### config.mk
export PLATFORM = sky130hd
export DESIGN_NAME = fir_polyphase_sched
export DESIGN_NICKNAME = d
export VERILOG_FILES = /design/src/rtl/fir_polyphase_sched.sv
export SDC_FILE = /design/constraint.sdc
export NUM_CORES = 1
export LEC_CHECK = 0
export BUFFER_PORTS_ARGS = -buffer_cell sky130_fd_sc_hd__buf_2
export CORE_ASPECT_RATIO = 1.75
export CORE_MARGIN = 5
export CORE_UTILIZATION = 60
export CTS_BUF_LIST = sky130_fd_sc_hd__clkbuf_4
export CTS_CLUSTER_SIZE = 20
export DETAILED_ROUTE_END_ITERATION = 16
export MAX_ROUTING_LAYER = met4
export PLACE_DENSITY = 0.85
export SLEW_MARGIN = 20
export SYNTH_ARGS = -nofsm -noshare
export SYNTH_HDL_FRONTEND = slang
export SYNTH_SLANG_ARGS = --single-unit
### constraint.sdc
create_clock -name clk -period 12 [get_ports clk]
set_clock_uncertainty 0.1 [all_clocks]
set_input_delay 1.2 -clock clk [delete_from_list [all_inputs] [get_ports clk]]
set_output_delay 1.2 -clock clk [all_outputs]
set_load 0.02 [all_outputs]
### src/rtl/fir_polyphase_sched.sv
// fir_polyphase_sched
// Collects a 6-sample frame plus 3 samples of history, then walks one shared
// 4-tap multiply-add across the 6 output phases, one phase per cycle, and
// presents each result on a valid/ready stream tagged with its phase index.
//
// state | meaning
// ------+-----------------------------------------------------------------
// FILL  | in_ready=1, accepting samples into x[cnt], cnt 0..5
// RUN   | in_ready=0, issuing phases 0..5 whenever the output slot is free

module fir_polyphase_sched #(
    parameter int W_IN  = 7,
    parameter int C_IN  = 5,
    parameter int Y_OUT = 20
) (
    input  logic             clk,
    input  logic             rstn,
    input  logic             clr,
    input  logic             coef_we,
    input  logic [4:0]       coef_addr,
    input  logic [C_IN-1:0]  coef_wdata,
    input  logic             in_valid,
    output logic             in_ready,
    input  logic [W_IN-1:0]  in_data,
    output logic             out_valid,
    input  logic             out_ready,
    output logic [Y_OUT-1:0] out_data,
    output logic [2:0]       out_phase
);

    localparam int PW = W_IN + C_IN;   // full-precision product width
    localparam int SW = PW + 2;        // accumulation width for 4 taps

    typedef enum logic {
        ST_FILL = 1'b0,
        ST_RUN  = 1'b1
    } state_t;

    state_t            r_state;
    state_t            w_state_nxt;
    logic              w_accept;
    logic              w_issue;

    logic [2:0]        r_cnt;
    logic [2:0]        r_phase;
    logic [W_IN-1:0]   r_x [0:5];
    logic [W_IN-1:0]   r_h [0:2];
    logic [C_IN-1:0]   r_coef [0:31];   // entries 24..31 are never written

    logic              r_out_valid;
    logic [Y_OUT-1:0]  r_out_data;
    logic [2:0]        r_out_phase;

    logic [W_IN-1:0]   w_win [0:15];    // w[-3..5] mapped to indices 0..8
    logic [4:0]        w_cidx [0:3];
    logic [3:0]        w_widx [0:3];
    logic [PW-1:0]     w_prod [0:3];
    logic [SW-1:0]     w_sum;
    logic [Y_OUT-1:0]  w_y;

    assign out_valid = r_out_valid;
    assign out_data  = r_out_data;
    assign out_phase = r_out_phase;

    // State register
    always_ff @(posedge clk or negedge rstn) begin
        if (!rstn) begin
            r_state <= ST_FILL;
        end else begin
            r_state <= w_state_nxt;
        end
    end

    // Next-state, handshake and issue decode; clr overrides everything
    always_comb begin
        w_state_nxt = r_state;
        in_ready    = 1'b0;
        w_accept    = 1'b0;
        w_issue     = 1'b0;
        case (r_state)
            ST_FILL: begin
                in_ready = 1'b1;
                w_accept = in_valid && !clr;
                if (w_accept && (r_cnt == 3'd5)) begin
                    w_state_nxt = ST_RUN;
                end
            end
            ST_RUN: begin
                w_issue = (!r_out_valid || out_ready) && !clr;
                if (w_issue && (r_phase == 3'd5)) begin
                    w_state_nxt = ST_FILL;
                end
            end
            default: begin
                w_state_nxt = ST_FILL;
            end
        endcase
        if (clr) begin
            w_state_nxt = ST_FILL;
        end
    end

    // Sample window and shared 4-tap multiply-add for the current phase
    always_comb begin
        for (int i = 0; i < 16; i++) begin
            w_win[i] = '0;
        end
        for (int i = 0; i < 3; i++) begin
            w_win[i] = r_h[i];
        end
        for (int i = 0; i < 6; i++) begin
            w_win[i+3] = r_x[i];
        end
        w_sum = '0;
        for (int t = 0; t < 4; t++) begin
            w_cidx[t] = {r_phase, 2'(t)};
            w_widx[t] = {1'b0, r_phase} + 4'd3 - 4'(t);
            // Operands sign-extended to the product width so the low PW bits
            // of the unsigned multiply are the exact signed product.
            w_prod[t] = {{W_IN{r_coef[w_cidx[t]][C_IN-1]}}, r_coef[w_cidx[t]]}
                      * {{C_IN{w_win[w_widx[t]][W_IN-1]}}, w_win[w_widx[t]]};
            w_sum     = w_sum + {{2{w_prod[t][PW-1]}}, w_prod[t]};
        end
        w_y = Y_OUT'($signed(w_sum));
    end

    // Frame capture, history update, phase sequencing and output register
    always_ff @(posedge clk or negedge rstn) begin
        if (!rstn) begin
            r_cnt       <= '0;
            r_phase     <= '0;
            r_out_valid <= 1'b0;
            r_out_data  <= '0;
            r_out_phase <= '0;
            for (int i = 0; i < 6; i++) begin
                r_x[i] <= '0;
            end
            for (int i = 0; i < 3; i++) begin
                r_h[i] <= '0;
            end
        end else if (clr) begin
            r_cnt       <= '0;
            r_phase     <= '0;
            r_out_valid <= 1'b0;
            for (int i = 0; i < 3; i++) begin
                r_h[i] <= '0;
            end
        end else begin
            if (w_accept) begin
                for (int i = 0; i < 6; i++) begin
                    if (r_cnt == 3'(i)) begin
                        r_x[i] <= in_data;
                    end
                end
                r_cnt <= (r_cnt == 3'd5) ? 3'd0 : r_cnt + 3'd1;
            end
            if (w_issue) begin
                r_out_data  <= w_y;
                r_out_phase <= r_phase;
                r_out_valid <= 1'b1;
                if (r_phase == 3'd5) begin
                    r_phase <= 3'd0;
                    r_cnt   <= 3'd0;
                    r_h[0]  <= r_x[3];
                    r_h[1]  <= r_x[4];
                    r_h[2]  <= r_x[5];
                end else begin
                    r_phase <= r_phase + 3'd1;
                end
            end else if (out_ready) begin
                r_out_valid <= 1'b0;
            end
        end
    end

    // Coefficient file; a read in the write cycle sees the previous value
    always_ff @(posedge clk or negedge rstn) begin
        if (!rstn) begin
            for (int i = 0; i < 32; i++) begin
                r_coef[i] <= '0;
            end
        end else if (coef_we) begin
            for (int i = 0; i < 24; i++) begin
                if (coef_addr == 5'(i)) begin
                    r_coef[i] <= coef_wdata;
                end
            end
        end
    end

endmodule

==> results, run 1 <==
- At the worst endpoint, the required time is 12.44 ns.
- In the final timing run, aggregate negative setup slack is 0 ns.
- Using the TritonRoute via totals, the vias-per-cell ratio works out to 6.14.
- The total wire length after detailed routing is 41900 microns.
- The total number of vias is 12200.
- The count of final hold-check violations is 0.
- The biggest area contributor in the post-synthesis netlist is sky130_fd_sc_hd__dfrtp_1.
- The die outline width is 138 microns.
- The average wire per cell in the routed design is 21.1 microns.
- The most frequent cell after synthesis is sky130_fd_sc_hd__dfrtp_1.
- The total core area is 0.0285 sq mm.
- The type of destination of the critical path is a register.
- Buffers placed on the I/O ports in this run total 47.
- The clock tree root driver cell is sky130_fd_sc_hd__clkbuf_4.
- The die outline area is 0.0324 sq mm.
- At the worst endpoint, the arrival time is 10.72 ns.
- The top-area cell type share of the netlist area is 30.1%.
- Across every metal layer, demand over resource in global routing totals 27.6%.
- The number of buffers created by CTS is 45.
- The run finished with clean final reports.
- The number of filler instances in the final layout is 2186.
- The portion of the post-synthesis area used by sequential elements is 30.1%.
- The number of antenna violations at the first check in global routing was 1.
- Cells with a size suffix above 1 make up 24.3% of the layout.
- Counting along the longest clock path gives a buffer depth of 3.
- The number of setup buffers added after CTS is 0.
- The TritonCTS clock tree is built.
- The post-synthesis instance total is 1548.
- The final setup violation count is 0.
- The first global-routing pass estimated 68500 microns of wire.
- The total count of max-transition violations in the final report is 0.
- The number of flops mapped to enable cells by yosys is 0.
- The final global-route overflow total is 0.
- The floorplan has 82 rows.
- Sorting the synthesized cells by how often they occur yields 208 x sky130_fd_sc_hd__dfrtp_1, 181 x sky130_fd_sc_hd__inv_1, 164 x sky130_fd_sc_hd__mux2_2.
- The count of routing violations after the opening detailed-route iteration is 794.
- The path class of the tightest hold or removal check is reg2reg.
- After layout, the minimum clock period comes to 10.28 ns.
- After clock tree synthesis, the clock-pin slew on the worst setup and hold paths is 0.09 ns.
- Setup repair after global routing left no endpoint under its margin.
- The layout overhead on the synthesized area is 5.50%.
- Clock latency on the worst-skew pair, taken at its later pin, is 0.70 ns.
- The worst setup path is launched from a register.
- Based on the critical path, the design can be clocked at up to 97.3 MHz.
- Sorting the synthesized cells by area gives the leading types as sky130_fd_sc_hd__dfrtp_1 30%, sky130_fd_sc_hd__fa_1 18%, sky130_fd_sc_hd__mux2_2 11%, sky130_fd_sc_hd__mux4_2 8.0%, sky130_fd_sc_hd__ha_1 4.9%.
- Clock tree synthesis found a total of 208 sinks.
- The largest net degree at the start of global routing is 117.
- The total power divided by cell area is 209 mW/mm^2.
- The largest individual stage delay along the critical path comes from the cell sky130_fd_sc_hd__ha_2.
- The die outline height is 234 microns.
- The largest fanout of any net on the critical path is 46.
- The mapped netlist covers 0.0173 sq mm.
- The count of yosys warnings during synthesis is 40.
- In this run the remaining antenna-violating nets after routing total 0.
- The maximum single-stage delay on the critical path is 1.07 ns.
- The congestion estimate from routability-driven global placement came to 0.992.
- The fraction of registers with async set or reset after synthesis is 100%.
- The actual transition at the worst max-transition pin is 1.21 ns.
- The net count of the finished layout is 1830.
- Gates resized during post-CTS repair numbered 0.
- Headroom to the max-slew limit came out at 18.8%.
- Across the run, the number of max-cap violations was 0.
- The dominant register cell in the synthesized netlist is sky130_fd_sc_hd__dfrtp_1.
- The number of distinct library cells after synthesis is 70.
- The post-route worst setup slack is 1.72 ns.
- In this design, the critical path's most frequently occurring cell is sky130_fd_sc_hd__fa_1.
- During I/O placement, the number of pins put on the boundary was 48.
- The number of design rule violations left after detail routing is 0.
- The final worst-path cycle share is 85.6%.
- The effective utilization at floorplan is 60.5%.
- The total of flip-flops plus latches after synthesis is 208.
- Detailed placement finished with a half-perimeter wire length of 32600 microns.
- The via count of the first global-routing pass was 13400.
- Summed over all cells, the static leakage comes to 8.03 nW.
- The H-tree was split into 2 levels.
- Buffers inserted to repair hold after CTS numbered 0.
- The worst voltage drop across the vdd grid is 0.240 mV.
- The setup path with the least slack is of type reg2reg.
- The pre-CTS setup slack is 1.84 ns.
- The number of iterations in the first detailed-routing pass is 5.
- Synthesis produced a netlist with a net count of 1794.
- Averaged over all synthesized cells, the footprint is 11.2 sq um.
[power breakdown]
| group | leakage, nW | switching, mW | internal (mW) | total, mW |
|---|---|---|---|---|
| combinational | 5.02 | 1.31 | 1.02 | 2.32 |
| clock | 0.322 | 0.275 | 0.258 | 0.533 |
| sequential | 2.69 | 0.114 | 0.837 | 0.951 |
[registers in the layout (all words and copies together), names as in the netlist]
register	flops
r_coef	120
r_x	42
r_h	21
out_data	14
out_phase	3
r_cnt	3
r_phase	3
out_valid	1
r_state	1
[area by class of cell]
| class | count | area, sq um | share of cell area (%) |
|---|---|---|---|
| antenna | 1 | 2.50 | 0.0137 |
| multi-input combinational | 1086 | 11000 | 60.2 |
| clock buffer | 61 | 458 | 2.51 |
| clock inverter | 10 | 81.3 | 0.446 |
| inverter | 185 | 702 | 3.85 |
| sequential | 208 | 5210 | 28.6 |
| tap | 378 | 473 | 2.60 |
| timing repair buffer | 58 | 330 | 1.81 |
[final timing paths]
kind	depth (start not counted)	slack (ns)	from	to
worst max-delay path	36	1.72	r_phase[1]	out_data[13]
worst max register to register	36	1.72	r_phase[1]	out_data[13]
max in group asynchronous	2	9.84	rstn	r_coef[153]
worst min-delay path	2	0.37	out_data[7]	out_data[7]
min in group asynchronous	1	0.53	rstn	out_phase[2]
worst min register to register	2	0.37	out_data[7]	out_data[7]
[metal layers]
metal	track usage, %	share of wire, %
met1	26.8	32
met3	4.86	6.0
met2	48.7	53
met4	20.9	8.7
met5	-	0
[cell usage in the layout (no fill, tap or decap), types with 22 or more instances in the layout]
| cell type | synthesis | routed |
|---|---|---|
| sky130_fd_sc_hd__dfrtp_1 | 208 | 207 |
| sky130_fd_sc_hd__inv_1 | 181 | 181 |
| sky130_fd_sc_hd__mux2_2 | 164 | 164 |
| sky130_fd_sc_hd__fa_1 | 156 | 156 |
| sky130_fd_sc_hd__nand2_1 | 153 | 153 |
| sky130_fd_sc_hd__nor2_1 | 107 | 107 |
| sky130_fd_sc_hd__ha_1 | 67 | 66 |
| sky130_fd_sc_hd__mux4_2 | 61 | 61 |
| sky130_fd_sc_hd__clkbuf_4 | 0 | 61 |
| sky130_fd_sc_hd__mux2i_1 | 55 | 55 |
| sky130_fd_sc_hd__a21oi_1 | 48 | 48 |
| sky130_fd_sc_hd__buf_2 | 9 | 46 |
| sky130_fd_sc_hd__o21ai_0 | 32 | 32 |
| sky130_fd_sc_hd__xnor2_1 | 29 | 29 |
| sky130_fd_sc_hd__and2_1 | 22 | 22 |
[metrics by stage]
stage	utilization, %	hold slack, ns	cells	power [mW]	instance area [sq um]
floorplan	-	0.374	1548	2.74	17300
global placement	61.9	0.355	1915	3.16	17700
detailed placement	61.9	0.365	1915	3.29	17700
CTS	63.8	0.378	1986	3.84	18200
global route	63.9	0.400	1987	4.20	18200
finish	63.9	0.372	1987	3.81	18200
[cells by family (layout without fill, tap and decap cells)]
| kind of cell | Yosys count | in the layout | synth area share, % |
|---|---|---|---|
| buffers and inverters | 254 | 314 | 6.44 |
| AOI/OAI and AO/OA | 153 | 153 | 5.89 |
| DFF | 208 | 208 | 30.1 |
| adders and majority gates | 225 | 225 | 23.1 |
| and+or+nand+nor | 389 | 389 | 10.4 |
| xor gates and xnor gates | 39 | 39 | 2.20 |
| muxes | 280 | 280 | 21.8 |
| other | 0 | 1 | 0 |
[critical path, delay by kind of cell (launching register included)]
family          cells  cell delay (ns)
fa+ha+maj          11             5.32
compound gates     10             2.26
buf+inv             8             1.08
simple gates        5             0.69
flops               1             0.34
xor+xnor            2             0.30
(Power assumes the default switching activity.)
==> inputs of run 2 (changes only) <==
--- a/config.mk
+++ b/config.mk
@@ -5,15 +5,15 @@
 export SDC_FILE = /design/constraint.sdc
 export NUM_CORES = 1
 export LEC_CHECK = 0
-export BUFFER_PORTS_ARGS = -buffer_cell sky130_fd_sc_hd__buf_2
 export CORE_ASPECT_RATIO = 1.75
 export CORE_MARGIN = 5
 export CORE_UTILIZATION = 60
 export CTS_BUF_LIST = sky130_fd_sc_hd__clkbuf_4
 export CTS_CLUSTER_SIZE = 20
 export DETAILED_ROUTE_END_ITERATION = 16
+export DONT_BUFFER_PORTS = 1
 export MAX_ROUTING_LAYER = met4
-export PLACE_DENSITY = 0.85
+export PLACE_DENSITY = 0.84
 export SLEW_MARGIN = 20
 export SYNTH_ARGS = -nofsm -noshare
 export SYNTH_HDL_FRONTEND = slang
==> run 2 against run 1 <==
Against the previous run: register-to-register slack better by 0.38 ns; final cell count down 1.9%; power down 0.16%; via count down 3.0%; clock power up 0.8%; sequential share of layout area up 0.36 points; combinational power about the same; non-clock buffer count down 46; critical path type unchanged; largest power group unchanged.
==> results, run 2 (synthesis gave the netlist of run 1 again) <==
- The die covers 0.0324 sq mm.
- The count of final hold-check violations is 0.
- The number of cells upsized or downsized after cts is 0.
- The largest fanout of any net on the critical path is 52.
- Wires add up to 41400 microns.
- The worst path needs 9.89 ns of the cycle, external delays included.
- The worst setup path is captured at a register.
- After clock tree synthesis, the setup repair step added 0 buffers.
- Across all layers, the routed design uses 11800 vias.
- The dominant cell type by count on the critical path is sky130_fd_sc_hd__fa_1.
- The number of antenna violations at the first check in global routing is 1.
- The count of buffers added on input and output ports is 0.
- For this run the aggregate overflow at the end of global routing stands at 0.
- The later pin in the worst-skew pair is clocked with a latency of 0.70 ns.
- Setup repair after global routing left no endpoint under its margin.
- The effective utilization at floorplan is 60.5%.
- The die outline width is 138 microns.
- The register ranked first by flip-flop count is r_coef.
- The master of the slowest instance on the critical path is sky130_fd_sc_hd__buf_4.
- The TritonCTS clock tree is built.
- The run finished with clean final reports.
- The final setup violation count is 0.
- The site row count is 82.
- The critical path start-end classification is reg2reg.
- In this run the remaining antenna-violating nets after routing total 0.
- The clock network is responsible for 14.1% of the overall power.
- Dividing total power by cell area gives a power density of 211 mW/mm^2.
- The register with the most flip-flops in the layout has 120 of them.
- The deepest clock path buffer count is 3.
- The internal reg-to-reg setup slack is 2.11 ns.
- Net switching is 44.9% of the power.
- Before antenna repair, the detailed router went through 7 iterations.
- The total count of max-transition violations in the final report is 0.
- Entering global routing, the biggest net connects 209 pins.
- The number of hold-repair buffers added at the cts stage is 0.
- The leakage power is 7.84 nW.
- The internal power component is 2.10 mW.
- The total core area is 0.0285 sq mm.
- The largest registers in the layout are r_coef x120, r_x x42, r_h x21.
- Per report_power, the combinational group accounts for 60.2% of the total.
- The net switching power is 1.71 mW.
- Static timing analysis puts the maximum clock frequency at 101 MHz.
- Setup total negative slack on the finished layout was measured at 0 ns.
- The floorplan step set the die height to 234 microns.
- Clock-pin slew was measured on the worst setup and hold paths at 0.07 ns.
- Clock tree synthesis inserted a total of 46 buffers.
- The final worst-path cycle share is 82.4%.
- The startpoint type of the worst setup path is a register.
- The critical path starts at r_phase[0].
- The sequential group share of total power is 25.6%.
- At the end of routability-driven placement, the weighted congestion stood at 1.01.
- The average wire per cell in the routed design is 21.2 microns.
- For the pin with the worst max-slew slack, the measured transition is 1.09 ns.
- The end of the worst register-to-register path is out_data[13].
- The global-route wire length before repair is 67700 microns.
- The depth of the worst register-to-register path is 30.
- In this run the count of I/O pins placed on the die edge is 48.
- The net count of the finished layout is 1785.
- Cells with a size suffix above 1 make up 22.1% of the layout.
- The overall routing resource usage is 27.1%.
- The reg-to-reg startpoint is r_phase[0].
- The detailed router finished its first iteration with 706 violations.
- The most common cell after layout, fill and taps aside is sky130_fd_sc_hd__dfrtp_1.
- VDD sags by at most 0.292 mV.
- At the worst endpoint, the required time is 12.48 ns.
- The H-tree was split into 2 levels.
- Measured against its own limit, the worst slew margin works out to 26.9%.
- Measured on the finished design, the core utilization comes to 63.1%.
- In the layout the commonest cells are 207 x sky130_fd_sc_hd__dfrtp_1, 181 x sky130_fd_sc_hd__inv_1, 164 x sky130_fd_sc_hd__mux2_2.
- The via count of the first global-routing pass is 13000.
- The total number of clock tree sinks is 208.
- Dividing the detail-routed via count by the number of cells gives 6.07.
- The number of maximum-capacitance violations is 0.
- The path type of the worst min-delay path is in2async.
- The clock tree root driver cell is sky130_fd_sc_hd__clkbuf_4.
- The post-detailed-placement half-perimeter wirelength is 32100 microns.
- In this run the worst setup path terminates at out_data[13].
- On the final layout, the worst hold slack is 0.0921 ns.
- The maximum single-stage delay on the critical path is 0.73 ns.
- The arrival time reported for the critical path endpoint is 10.37 ns.
- The layout overhead on the synthesized area is 4.19%.
- After detailed routing, the number of remaining DRC violations is 0.
==> run 2: changes by cell type in the layout (fill, tap and decap cells not counted), moves of 2 or more <==
cell and change:
sky130_fd_sc_hd__clkbuf_4 +6, sky130_fd_sc_hd__buf_4 +2, sky130_fd_sc_hd__clkinv_4 -2, sky130_fd_sc_hd__clkinv_1 +3, sky130_fd_sc_hd__clkinvlp_4 +2, sky130_fd_sc_hd__buf_2 -46
==> run 2: layout make-up <==
cell class | instances | area, sq um
multi-input combinational | 1086 | 11000
fill | 2242 | 10500
sequential | 208 | 5210
inverter | 185 | 702
clock buffer | 67 | 503
tap | 378 | 473
timing repair buffer | 12 | 90.1
clock inverter | 11 | 55.1
antenna | 2 | 5.00
==> run 2: layer usage <==
metal	global-route usage (%)	vias to the layer above	wire, microns
met2	48.9	417	22500
met3	4.12	166	2210
met4	16.1	0	2720
li1	-	5210	-
met1	27.8	6045	13900
met5	-	-	0
==> run 2: through the flow <==
stage	instances	total power, mW	instance area, sq um	setup WS, ns
floorplan	1548	2.74	17300	3.14
global placement	1869	3.14	17400	2.36
detailed placement	1869	3.26	17400	2.10
CTS	1947	3.82	18000	2.11
global route	1948	4.14	18000	1.43
finish	1949	3.80	18000	2.11
==> run 2: power groups by stage <==
stage / Clock [mW] / Sequential (mW) / Combinational, mW
3_3_place_gp: 0 / 0.972 / 2.17
3_5_place_dp: 0 / 0.986 / 2.28
5_1_grt: 0.586 / 0.989 / 2.56
4_1_cts: 0.552 / 0.972 / 2.30
6_report: 0.537 / 0.974 / 2.29
2_1_floorplan: 0 / 0.944 / 1.79
==> run 2: worst min-delay path by stage <==
stage	start	end	slack, ns	depth (start not counted)
after CTS	rstn	r_coef[74]	0.04	0
after floorplan	r_coef[105]	r_coef[105]	0.37	1
final	rstn	out_data[11]	0.09	0
after detailed placement	r_coef[113]	r_coef[113]	0.39	1
after global placement	out_data[13]	out_data[13]	0.38	2
after global routing	rstn	out_data[11]	0.06	0
==> run 2: critical path, delay by kind of cell, from the launching register on <==
family | cells | cell delay [ns]
fa+ha+maj | 9 | 3.88
flops | 1 | 0.71
mux | 1 | 0.60
buf+inv | 7 | 1.70
simple gates | 5 | 0.83
xor+xnor | 2 | 0.30
compound gates | 6 | 1.59
